--- src/rtl/sipo_rx_ctrl_if.sv ---
`default_nettype none
//==============================================================================
// sipo_rx_ctrl_if - serial-in / parallel-out handshake bundle for sipo_rx_ctrl
// rev 1.0
//==============================================================================
interface sipo_rx_ctrl_if #(
   parameter int WIDTH = 4
);
   logic             start;
   logic             din;
   logic             din_valid;
   logic             out_ready;
   logic [WIDTH-1:0] dout;
   logic             dout_valid;
   logic             busy;
   logic             overrun;
   logic             parity_err;

   modport master (
      output start, din, din_valid, out_ready,
      input  dout, dout_valid, busy, overrun, parity_err
   );

   modport slave (
      input  start, din, din_valid, out_ready,
      output dout, dout_valid, busy, overrun, parity_err
   );
endinterface
`default_nettype wire

--- src/rtl/sipo_rx_ctrl.sv ---
`default_nettype none
//==============================================================================
// sipo_rx_ctrl - frames LSB-first serial bits into WIDTH-bit words, valid/ready out
// option macro PARITY_CHK_EN: one trailing even-parity bit per frame | rev 1.0
//==============================================================================
module sipo_rx_ctrl #(
   parameter int WIDTH = 4
) (
   input  logic          clk,
   input  logic          rst_n,
   sipo_rx_ctrl_if.slave bus
);
`ifdef PARITY_CHK_EN
   localparam int FRAME = WIDTH + 1;
`else
   localparam int FRAME = WIDTH;
`endif
   // The final bit of a frame never needs storing, so the register holds one bit less.
   localparam int SW = FRAME - 1;
   localparam int CW = $clog2(FRAME + 1);

   typedef enum logic [1:0] {
      IDLE  = 2'd0,
      SHIFT = 2'd1,
      DONE  = 2'd2
   } state_t;

   state_t           state, state_nx;
   logic [SW-1:0]    shreg, shreg_nx;
   logic [CW-1:0]    cnt, cnt_nx;
   logic [WIDTH-1:0] dout_q, dout_nx;
   logic             overrun_q, overrun_nx;
   logic             last_bit;
`ifdef PARITY_CHK_EN
   logic             perr_q, perr_nx;
`endif

   assign last_bit = (cnt == CW'(FRAME - 1));

   always_ff @(posedge clk) begin
      if (!rst_n) begin
         state     <= IDLE;
         shreg     <= '0;
         cnt       <= '0;
         dout_q    <= '0;
         overrun_q <= 1'b0;
`ifdef PARITY_CHK_EN
         perr_q    <= 1'b0;
`endif
      end else begin
         state     <= state_nx;
         shreg     <= shreg_nx;
         cnt       <= cnt_nx;
         dout_q    <= dout_nx;
         overrun_q <= overrun_nx;
`ifdef PARITY_CHK_EN
         perr_q    <= perr_nx;
`endif
      end
   end

   always_comb begin
      state_nx   = state;
      shreg_nx   = shreg;
      cnt_nx     = cnt;
      dout_nx    = dout_q;
      overrun_nx = overrun_q;
`ifdef PARITY_CHK_EN
      perr_nx    = perr_q;
`endif
      case (state)
         IDLE: begin
            if (bus.start) begin
               state_nx   = SHIFT;
               shreg_nx   = '0;
               cnt_nx     = '0;
               overrun_nx = 1'b0;
            end
         end
         SHIFT: begin
            if (bus.start) begin
               shreg_nx   = '0;
               cnt_nx     = '0;
               overrun_nx = 1'b0;
            end else if (bus.din_valid) begin
               cnt_nx = cnt + CW'(1);
               if (last_bit) begin
                  state_nx = DONE;
`ifdef PARITY_CHK_EN
                  dout_nx  = shreg;
                  perr_nx  = ^{shreg, bus.din};
`else
                  dout_nx  = {bus.din, shreg};
`endif
               end else begin
                  shreg_nx = SW'({bus.din, shreg} >> 1);
               end
            end
         end
         DONE: begin
            if (bus.din_valid) begin
               overrun_nx = 1'b1;
            end
            if (bus.out_ready) begin
               state_nx = IDLE;
`ifdef PARITY_CHK_EN
               perr_nx  = 1'b0;
`endif
            end
         end
         default: begin
            state_nx = IDLE;
         end
      endcase
   end

   assign bus.dout       = dout_q;
   assign bus.dout_valid = (state == DONE);
   assign bus.busy       = (state == SHIFT);
   assign bus.overrun    = overrun_q;
`ifdef PARITY_CHK_EN
   assign bus.parity_err = perr_q;
`else
   assign bus.parity_err = 1'b0;
`endif
endmodule
`default_nettype wire

--- src/flat_wrapper.sv ---
// flat-port wrapper written by rule: the top's interface ports become plain ports
module sipo_rx_ctrl_flat 
#(
   parameter int WIDTH = 4
)
  (clk, rst_n, bus_start, bus_din, bus_din_valid, bus_out_ready, bus_dout, bus_dout_valid, bus_busy, bus_overrun, bus_parity_err);
  sipo_rx_ctrl_if #(.WIDTH(WIDTH)) bus_i ();
  input  logic clk;
  input  logic rst_n;
  input wire logic [$bits(bus_i.start)-1:0] bus_start;
  input wire logic [$bits(bus_i.din)-1:0] bus_din;
  input wire logic [$bits(bus_i.din_valid)-1:0] bus_din_valid;
  input wire logic [$bits(bus_i.out_ready)-1:0] bus_out_ready;
  output wire logic [$bits(bus_i.dout)-1:0] bus_dout;
  output wire logic [$bits(bus_i.dout_valid)-1:0] bus_dout_valid;
  output wire logic [$bits(bus_i.busy)-1:0] bus_busy;
  output wire logic [$bits(bus_i.overrun)-1:0] bus_overrun;
  output wire logic [$bits(bus_i.parity_err)-1:0] bus_parity_err;
  assign bus_i.start = bus_start;
  assign bus_i.din = bus_din;
  assign bus_i.din_valid = bus_din_valid;
  assign bus_i.out_ready = bus_out_ready;
  assign bus_dout = bus_i.dout;
  assign bus_dout_valid = bus_i.dout_valid;
  assign bus_busy = bus_i.busy;
  assign bus_overrun = bus_i.overrun;
  assign bus_parity_err = bus_i.parity_err;
  sipo_rx_ctrl #(.WIDTH(WIDTH)) u_core (.clk(clk), .rst_n(rst_n), .bus(bus_i));
endmodule
--- config.mk ---
export PLATFORM = sky130hd
export DESIGN_NAME = sipo_rx_ctrl_flat
export DESIGN_NICKNAME = d
export VERILOG_FILES = /design/src/rtl/sipo_rx_ctrl_if.sv /design/src/rtl/sipo_rx_ctrl.sv /design/src/flat_wrapper.sv
export SDC_FILE = /design/constraint.sdc
export NUM_CORES = 1
export LEC_CHECK = 0
export CORE_ASPECT_RATIO = 0.75
export CORE_UTILIZATION = 30
export CTS_CLUSTER_DIAMETER = 60
export DETAILED_ROUTE_END_ITERATION = 8
export GPL_ROUTABILITY_DRIVEN = 1
export PLACE_DENSITY = 0.5
export SYNTH_ARGS = -nofsm -noshare
export SYNTH_HDL_FRONTEND = slang
export SYNTH_SLANG_ARGS = --single-unit
--- constraint.sdc ---
create_clock -name clk -period 2.58 [get_ports clk]
set_input_delay 0.516 -clock clk [delete_from_list [all_inputs] [get_ports clk]]
set_output_delay 0.516 -clock clk [all_outputs]
set_load 0.01 [all_outputs]
# [Word level (Yosys, flattened, before mapping)]
# Index checks and enable logic that the tools add are counted.
[word_totals] reg_bits=13 input_bits=6 output_inout_bits=8
[op_classes] bitwise_logic=1 n_reduce_logical=9 add_sub_neg=1 eq_ne=12 mux=17
[ops] operator="two-way mux 3 bit" count=6
[ops] operator="one-hot mux 3 bit (2 select lines)" count=2
[ops] operator="two-way mux 2 bit" count=5
[ops] operator="!= test 2 bit (second input constant)" count=5
[ops] operator="AND reduction 4 bit" count=2
[ops] operator="!= test 3 bit (second input constant)" count=2
[ops] operator="one-hot mux 2 bit (3 select lines)" count=1
[ops] operator="AND reduction 3 bit" count=2
[ops] operator="AND reduction 5 bit" count=1
[ops] operator="!= test 2 x 1 -> 1 bit (second input constant)" count=2
[ops] operator="nonzero test 2 bit" count=2
[ops] operator="adder 3 x 1 -> 3 bit (second input constant)" count=1
[ops] operator="equality test 3 x 2 -> 1 bit (second input constant)" count=1
[ops] operator="equality test 2 x 1 -> 1 bit (second input constant)" count=1
[ops] operator="equality test 2 bit (second input constant)" count=1
[ops] operator="logical NOT 2 bit" count=1
[ops] operator="two-way mux 1 bit" count=2
[ops] operator="one-hot mux 1 bit (2 select lines)" count=1
[ops] operator="OR reduction 2 bit" count=1
[ops] operator="NOT 1 bit" count=1

# [Depth between registers and ports, before layout]
[depth] ltp_word=5 depth_mapped=5 depth_no_buf=5

# [Worst setup path after synthesis]
# Ideal clock, no wire load.
[synth_path] path_type="reg-to-reg" startpoint="reg u_core.cnt[0]" endpoint="reg u_core.shreg[0]" period_less_slack_ns=1.402 path_stages_with_launch=6 arrival_ns=1.284 path_slack_ns=1.178 path_buffers=0 setup_ns=0.117 cell_sequence="dfxtp_1 ha_1 ha_1 nand3b_1 a21o_1 a32o_1"
[synth_between] elab_chain_len=3
[synth_rtl] item="from (decl)" line="sipo_rx_ctrl.sv:30" source="logic [CW-1:0] cnt, cnt_nx;"
[synth_rtl] item="from (signal assigned)" line="sipo_rx_ctrl.sv:53" source="cnt <= cnt_nx;"
[synth_rtl] item="equality test 3 x 2 -> 1 bit" line="sipo_rx_ctrl.sv:38" source="assign last_bit = (cnt == CW'(FRAME - 1));"
[synth_rtl] item="!= test 3 bit (no source line)"
[synth_rtl] item="AND reduction 4 bit (no source line)"
[synth_rtl] item="to (signal assigned)" line="sipo_rx_ctrl.sv:52" source="shreg <= shreg_nx;"
[synth_rtl] item="to (decl)" line="sipo_rx_ctrl.sv:29" source="logic [SW-1:0] shreg, shreg_nx;"
# Every way passes these cells.
# A chain may end at the register's enable or synchronous reset.

# [Final worst setup path]
[layout_path] startpoint="reg u_core.state[1]" endpoint="out bus_dout_valid"
[layout_between] elab_chain_len=1
[layout_rtl] item="from (decl)" line="sipo_rx_ctrl.sv:28" source="state_t state, state_nx;"
[layout_rtl] item="from (signal assigned)" line="sipo_rx_ctrl.sv:51" source="state <= state_nx;"
[layout_rtl] item="equality test 2 bit" line="sipo_rx_ctrl.sv:118" source="assign bus.dout_valid = (state == DONE);"
[layout_rtl] item="to (decl)" line="flat_wrapper.sv:15" source="output wire logic [$bits(bus_i.dout_valid)-1:0] bus_dout_valid;"
# Every way passes these cells.

==> results.toml <==
[setup_path]
cp-start-kind = "flop"
r2r_slack_ns = 1.11
reg2reg_from = "u_core.cnt[0]"
path_max_fanout = 9
reg2reg_to = "u_core.shreg[0]"
cp-startpoint = "u_core.state[1]"
cp-end-kind = "output port"
cp.required_ns = 2.06
cp-endpoint = "bus_dout_valid"
r2r_cells = 5
critPathKind = "flop to output port"
critPathArrivalTime_ns = 1.56

[timing]
fin_skew_ns = 0.002419
fin_crit_ns = 2.079
grt_setup_unrepaired = "no"
worst_hold_slack_ns = 0.4615
fmax_mhz = 481.1
timing.final.ws_setup_ns = 0.5012
setup_viol = 0
fin_tns_setup_ns = 0
hold_viol_final = 0
fin_crit_sh_pct = 80.57
drv_slew = 0

[floorplanning]
rows = 13
io_pins = 14
start_util_pct = 32.75
coreArea_um2 = 1773
dieArea_um2 = 2117
die_height_um = 40.10
die_x_um = 52.80

[global_route]
grt-ovfl-total = 0
grt_pass1_wl_mm = 1.662
grtUsageTotal_pct = 11.55
first_global_vias = 375
antenna_found_initial = 0
grt_max_degree = 12

[power_and_ir_drop]
p_leak_nw = 0.2923
power_density_nw_per_um2 = 484.6
ir_drop_mv = 0.2745
power_mw = 0.3614

[logic_synthesis]
seq_area_frac_synth_pct = 44.83
synth_seq_cells = 13
synth.distinct_cells = 23
synth-warning-count = 0
syn_area_um2 = 580.6
synthCells = 60
avgSynthCellArea_um2 = 9.676
syn_nets = 68

[layout]
area_growth_pct = 28.45
nets = 83
n_fill_cell = 184
diodes = 0
drive_gt1_share_pct = 10.81
register_area_um2 = 260.3
multi_input_area_um2 = 296.5
final_area_um2 = 745.7

[detailed_routing]
vias = 458
drtPass1Iterations = 4
drt_iter0_markers = 5
drc = 0
vias_per_cell = 4.771
wire_per_inst_um = 10.82
totalWireLength_mm = 1.039
ant_nets = 0

[clock_tree]
post_cts_buffers = 0
clock_latency_ns = 0.28
htreeDepth = 1
cts.repair.resized = 0
tritoncts = "yes"
ctsLongestPathBuffers = 2
cts_inserted_buffers = 3
holdBufCountCts = 0
cts.clk_slew.worst_paths_ns = 0.08
cts_root_buf = "clkbuf_4"
clock-sinks = 13

[min_path]
min_path_type = "flop to flop"
hp-start = "u_core.shreg[0]"
holdPathStages = 2

[run]
drv_cap = 0

[placed_design]
place_area_um2 = 719.4
gp_congestion = 0.7096
dp_hpwl_um = 747.8
pre_cts_ws_ns = 0.7672
io_buffers = 12

[run_status]
status = "finished, final reports clean"
[cell usage in the layout (no fill, tap or decap)]
cell type        Yosys  final
nand2b_1             3      3
a21boi_0             4      4
conb_1               1      1
and3b_4              1      1
dfxtp_1             13     13
and2b_1              1      1
nand2_1             11     11
o221a_2              1      1
a21oi_1              2      2
buf_4                1      1
and4bb_4             1      1
clkbuf_4             0      3
clkdlybuf4s50_1      0     12
nor2b_1              1      1
a21o_1               1      1
nand2_2              1      1
nand3b_1             1      1
nor3b_1              1      1
ha_1                 2      2
clkbuf_1             1      1
inv_1                2      2
o21ai_0              3      3
mux2i_1              4      4
a32o_1               3      3
[cell families (layout without fill, tap and decap cells)]
logic type	count (synthesis)	in the layout	share of synthesized area (%)
AND/OR/NAND/NOR	21	21	21.34
AO/OA/AOI/OAI	14	14	17.89
flip-flops	13	13	44.83
buffers and inverters	5	19	4.094
multiplexers	4	4	6.897
adder cells (fa/ha/maj)	2	2	4.310
other	1	1	0.6459
[worst max-delay path, stage by stage, from the launching register on]
cell             delay [ns]
dfxtp_1                0.47
nor2b_1                0.25
clkdlybuf4s50_1        0.57
[worst min-delay path by stage]
stage	slack [ns]	endpoint
after global routing	0.48	u_core.bus.dout[3]
after global placement	0.45	u_core.bus.dout[0]
final	0.46	u_core.bus.dout[0]
after floorplan	0.44	u_core.bus.dout[0]
after detailed placement	0.45	u_core.bus.dout[0]
after CTS	0.47	u_core.bus.dout[3]
[flip-flops by register name, indices dropped and copies added, names as in the netlist]
name                count
u_core.shreg            3
u_core.cnt              3
u_core.bus.overrun      1
u_core.bus.dout         4
u_core.state            2
[through the flow]
stage / std cells / utilization (%)
final: 96 / 42.06
after detailed placement: 92 / 40.58
after floorplan: 60 / -
after global placement: 92 / 40.58
after global routing: 96 / 42.06
after CTS: 96 / 42.06
[power breakdown]
group	switching, mW	leakage, nW	internal (mW)
Sequential	0.00255	0.105	0.203
Combinational	0.0129	0.172	0.0161
Clock	0.0672	0.0150	0.0600
[cell usage after synthesis]
cell      count  area, um^2
a21boi_0      4       30.03
a21o_1        1       7.510
a21oi_1       2       10.01
a32o_1        3       30.03
and2b_1       1       7.510
and3b_4       1       12.51
and4bb_4      1       16.27
buf_2         1       5.000
buf_4         1       7.510
clkbuf_1      1       3.750
conb_1        1       3.750
dfxtp_1      13       260.3
ha_1          2       25.02
inv_1         2       7.510
mux2i_1       4       40.04
nand2_1      11       41.29
nand2_2       1       6.260
nand2b_1      3       18.77
nand3b_1      1       7.510
nor2b_1       1       6.260
nor3b_1       1       7.510
o21ai_0       3       15.01
o221a_2       1       11.26
[routing by layer]
metal	GRT usage, %	vias to the layer above	wire (um)
li1	-	235	-
met1	14.41	205	515
met2	17.41	16	430
met3	5.682	2	84
met4	3.947	0	9
met5	0	-	0
[final cells by class]
| class | count | area share [%] |
|---|---|---|
| Multi-Input combinational cell | 42 | 39.77 |
| Timing Repair Buffer | 13 | 17.11 |
| Clock buffer | 4 | 3.523 |
| Sequential cell | 13 | 34.90 |
| Inverter | 2 | 1.007 |
| Tap cell | 22 | 3.691 |
Power figures use the tool's default switching activity.
